**src/rtl/nibble_add_sequencer.sv**
```systemverilog
// nibble_add_sequencer: performs one wide add or subtract per request by
// stepping a shared external 4-bit adder across the operands, least
// significant nibble first, one nibble per clock. The carry between nibbles
// is held in a register. A start/busy/done handshake, registered result,
// carry-out and signed overflow are provided to the requester.

module nibble_add_sequencer #(
    parameter int NIBBLES = 4
) (
    input  logic                 clk,
    input  logic                 rst_n,
    input  logic                 start,
    input  logic                 sub,
    input  logic [4*NIBBLES-1:0] a,
    input  logic [4*NIBBLES-1:0] b,
    output logic                 busy,
    output logic                 done,
    output logic [4*NIBBLES-1:0] sum,
    output logic                 cout,
    output logic                 ovf,
    output logic [3:0]           add_a,
    output logic [3:0]           add_b,
    output logic                 add_cin,
    input  logic [3:0]           add_s,
    input  logic                 add_co
);

    localparam int W  = 4 * NIBBLES;
    localparam int PW = $clog2(NIBBLES);
    localparam logic [PW-1:0] PTR_LAST = PW'(NIBBLES - 1);

    typedef enum logic [1:0] {
        ST_IDLE = 2'd0,
        ST_RUN  = 2'd1,
        ST_DONE = 2'd2
    } state_t;

    state_t          state_r;
    logic [W-1:0]    opa_r;
    logic [W-1:0]    opb_r;     // holds ~b for a subtract, so RUN only ever adds
    logic [W-1:0]    sum_r;
    logic [PW-1:0]   ptr_r;
    logic            carry_r;   // seeded with sub, giving the +1 of two's complement
    logic            busy_r;
    logic            done_r;
    logic            cout_r;
    logic            ovf_r;
    logic [PW+1:0]   base_s;    // bit offset of the current nibble

    assign base_s = {ptr_r, 2'b00};

    // Sequencer: accept a request, walk the nibbles, then pulse done.
    always_ff @(posedge clk or negedge rst_n) begin
        if (!rst_n) begin
            state_r <= ST_IDLE;
            opa_r   <= '0;
            opb_r   <= '0;
            sum_r   <= '0;
            ptr_r   <= '0;
            carry_r <= 1'b0;
            busy_r  <= 1'b0;
            done_r  <= 1'b0;
            cout_r  <= 1'b0;
            ovf_r   <= 1'b0;
        end else begin
            case (state_r)
                ST_IDLE: begin
                    done_r <= 1'b0;
                    if (start) begin
                        // The subtract is folded into the latched operand and
                        // the initial carry, so no separate mode flag is kept.
                        opa_r   <= a;
                        opb_r   <= sub ? ~b : b;
                        carry_r <= sub;
                        ptr_r   <= '0;
                        busy_r  <= 1'b1;
                        state_r <= ST_RUN;
                    end else begin
                        busy_r  <= 1'b0;
                        state_r <= ST_IDLE;
                    end
                end
                ST_RUN: begin
                    sum_r[base_s +: 4] <= add_s;
                    carry_r            <= add_co;
                    if (ptr_r == PTR_LAST) begin
                        // Top nibble: its sum bit 3 is the result sign bit.
                        cout_r  <= add_co;
                        ovf_r   <= (opa_r[W-1] == opb_r[W-1]) &&
                                   (add_s[3] != opa_r[W-1]);
                        done_r  <= 1'b1;
                        state_r <= ST_DONE;
                    end else begin
                        ptr_r   <= ptr_r + 1'b1;
                        state_r <= ST_RUN;
                    end
                end
                ST_DONE: begin
                    done_r  <= 1'b0;
                    busy_r  <= 1'b0;
                    state_r <= ST_IDLE;
                end
                default: begin
                    done_r  <= 1'b0;
                    busy_r  <= 1'b0;
                    state_r <= ST_IDLE;
                end
            endcase
        end
    end

    // Drive the external adder with the current nibble only while running.
    always_comb begin
        add_a   = 4'h0;
        add_b   = 4'h0;
        add_cin = 1'b0;
        if (state_r == ST_RUN) begin
            add_a   = opa_r[base_s +: 4];
            add_b   = opb_r[base_s +: 4];
            add_cin = carry_r;
        end else begin
            add_a   = 4'h0;
            add_b   = 4'h0;
            add_cin = 1'b0;
        end
    end

    assign busy = busy_r;
    assign done = done_r;
    assign sum  = sum_r;
    assign cout = cout_r;
    assign ovf  = ovf_r;

endmodule

```
**config.mk**
```make
export PLATFORM = sky130hd
export DESIGN_NAME = nibble_add_sequencer
export DESIGN_NICKNAME = d
export VERILOG_FILES = /design/src/rtl/nibble_add_sequencer.sv
export SDC_FILE = /design/constraint.sdc
export NUM_CORES = 1
export LEC_CHECK = 0
export BUFFER_PORTS_ARGS = -buffer_cell sky130_fd_sc_hd__buf_2
export CAP_MARGIN = 15
export CORE_MARGIN = 3
export CORE_UTILIZATION = 47
export CTS_CLUSTER_DIAMETER = 30
export DETAILED_ROUTE_END_ITERATION = 10
export PLACE_DENSITY_LB_ADDON = 0.3
export SLEW_MARGIN = 20
export SYNTH_ARGS = -nofsm -noshare
export SYNTH_HDL_FRONTEND = slang
export SYNTH_SLANG_ARGS = --single-unit
```
**constraint.sdc**
```tcl
create_clock -name clk -period 2.29 [get_ports clk]
set_clock_uncertainty 0.2 [all_clocks]
set_input_delay 0.458 -clock clk [delete_from_list [all_inputs] [get_ports clk]]
set_output_delay 0.458 -clock clk [all_outputs]
set_load 0.01 [all_outputs]
```
==> flow_metrics.tcl <==
set metrics [dict create \
    status "complete, but fails checks" \
    violations "setup timing" \
    ant_nets 0 \
    synth_top_area_frac 0.523 \
    avgSynthCellArea_um2 12.9 \
    path_max_fanout 10 \
    end_kind "primary output" \
    synthTopCellsByCount "57 x dfrtp_1, 19 x a21oi_1, 19 x nor2_1, 17 x mux2_2" \
    hold_violations 0 \
    antenna_found_initial 0 \
    cpPeakStageDelay_ps 510 \
    synth_edf_count 0 \
    cts.clk_slew.worst_paths_ps 60 \
    drtIter0Drc 71 \
    routed_wirelength_um 5630 \
    r2r-start "ptr_r[0]" \
    nets 337 \
    cts_tree "built" \
    period_needed_ps 2310 \
    tightest_slew_ps 565 \
    dpl_worst_slack_ps 198 \
    gp_routability_congestion 0.757 \
    fin_crit_sh 1.01 \
    min_path_type "in -> reg" \
    r2r_end "sum[10]" \
    grt_use_met3 0.0499 \
    use_met2 0.273 \
    hpwl_um 4040 \
    die_h_um 82.2 \
    grt_overflow 0 \
    crit_required_ps 1630 \
    pwr_density_cell_nw_per_um2 1410 \
    yosys_warnings 0 \
    crit_type "reg -> out" \
    top_usage_layer "met2" \
    htreeDepth 3 \
    synthDistinctLibCells 31 \
    cp.depth 4 \
    rsz0062_at_grt "yes" \
    ioPinCount 70 \
    vias_per_cell 5.14 \
    relSlewSlack 0.624 \
    report.final.slew_viol_count 0 \
    fp.dieW_um 82.2 \
    dr.pass1.iters 4 \
    drcViolationCount 0 \
    synth_top_cell_by_area "dfrtp_1" \
    worstPathArrival_ps 1650 \
    grt_use_total 0.190 \
    yosysSeqAreaShare 0.523 \
    clock_path_buffers 2 \
    startpoint_type "flop" \
    crit_chain "buf_12 -> mux4_2 -> and2_4 -> buf_6" \
    cts_sinks 57 \
    vdd_drop_max_mv 0.677 \
    grt_pass1_wl_um 9470 \
    clk_latency_ps 330 \
    cp_num_buf_inv 2 \
    synth_nets 258 \
    setup_violations 2 \
    start_util 0.489 \
    crit_path_start "ptr_r[0]" \
    stdcell_count 367 \
    crit_family "multiplexers" \
    cp-endpoint "add_b[2]" \
    antenna_cells 0 \
    cts_buffers 9 \
    synth_top_flop_cell "dfrtp_1" \
    dpl_cell_area_um2 3180 \
    dieArea_um2 6750 \
    p_leak_nw 1.63 \
    synthArstFlopShare 1.00 \
    portBuffers 69 \
    synth_area_um2 2730 \
    design_area_um2 3490 \
    final_util 0.626 \
    dpl.cell_count 348 \
    synth-seq-cells 57 \
    core_area_um2 5570 \
    setup_ws_ps -16.5 \
    drv_cap 0 \
    areaGrowthSynthToFinish_pct 28.0 \
    wl_per_cell_um 15.3 \
    synth_top_cells_by_area "dfrtp_1 52%, mux2_2 7.0%, mux4_2 6.6%" \
    netlist_instances 211 \
    reg2regPathDepth 7 \
    yosysMostFrequentCell "dfrtp_1" \
    ff2ff_setup_slack_ps 120 \
    via_count 1885 \
    grt_pass1_vias 1923 \
    layout-drive-gt1-share 0.464 \
    use_met1 0.264 \
    max_freq_mhz 434 \
    rows 27 \
    critPathSlowestCell "mux4_2" \
    root_buffer "clkbuf_8" \
    grt_max_degree 49 \
]
[repair_timing]
| item | CTS | global route |
|---|---|---|
| setup buffers | 2 | 0 |
| setup endpoints to repair | 8 | 16 |
| hold buffers | 1 | 0 |
| resized for setup | 13 | 7 |
| hold endpoints to repair | 24 | 0 |
| pin swaps | 0 | 1 |
[worst register-to-register path: stages, from the launching register on]
cell	delay (ps)
dfrtp_1	370
buf_12	150
buf_4	150
clkinvlp_4	140
ha_4	200
or3b_4	400
nor4b_4	300
a22o_1	190
[how the worst min path moves through the flow]
stage | startpoint | endpoint | slack (ps) | depth (start not counted)
floorplan | rst_n | busy | -40 | 0
global placement | ovf | ovf | 270 | 2
detailed placement | rst_n | sum[6] | 280 | 1
CTS | a[1] | opa_r[1] | 140 | 2
global route | a[6] | opa_r[6] | 150 | 2
finish | a[1] | opa_r[1] | 150 | 2
[state kept, by name, indices dropped and copies added, names as in the netlist, 2 cells and up]
name and cells:
opa_r 16, opb_r 16, ptr_r 2, state_r 2
sum 16
[cells by family (layout without fill, tap and decap cells)]
kind of cell	count (synthesis)	after routing	synth area share
compound gates	39	39	0.0950
xor+xnor	16	16	0.0514
fa+ha+maj	6	6	0.0275
buf+inv	14	98	0.0321
flops	57	57	0.523
mux	27	27	0.144
simple gates	52	52	0.128
[report_power, final]
group	leakage, nW	switching, mW	internal [mW]
clock	0.102	0.382	0.508
combinational	0.830	1.01	1.29
sequential	0.694	0.276	1.45
total	1.63	1.67	3.26
[metrics by stage]
| stage | hold slack [ps] | TNS [ps] | power (mW) |
|---|---|---|---|
| final | 155 | -27.2 | 4.93 |
| after global placement | 272 | 0 | 3.69 |
| after detailed placement | 279 | 0 | 3.76 |
| after global routing | 151 | -489 | 5.27 |
| after CTS | 140 | -187 | 4.89 |
| after floorplan | -37.6 | 0 | 3.10 |
[layout make-up]
cell class / count / area [µm²]
tap: 72 / 90.1
fill: 479 / 2080
sequential: 57 / 1430
inverter: 3 / 15.0
clock buffer: 14 / 183
timing repair buffer: 79 / 504
multi-input combinational: 140 / 1260
clock inverter: 2 / 10.0
[routing by layer]
metal	up-vias	routed length (µm)
li1	904	-
met1	917	2490
met2	52	2670
met3	12	352
met4	0	112
met5	-	0
[layout by cell type (no fill, tap or decap), types with 2 or more instances in the layout]
master and n:
clkinv_2 2, a21oi_1 19, and2_4 7, mux2_2 17
inv_1 2, xnor2_1 16, a22o_1 16, nor4b_4 3
buf_12 3, buf_6 7, buf_2 62, nand2_1 7
mux4_2 8, nand3b_1 2, ha_1 5, dfrtp_1 56
mux2i_1 2, clkbuf_8 13, nand2b_1 2, and2_1 2
o21ai_0 3, nor2_1 19, buf_4 6
No activity file was read; power rests on OpenSTA's default activity.
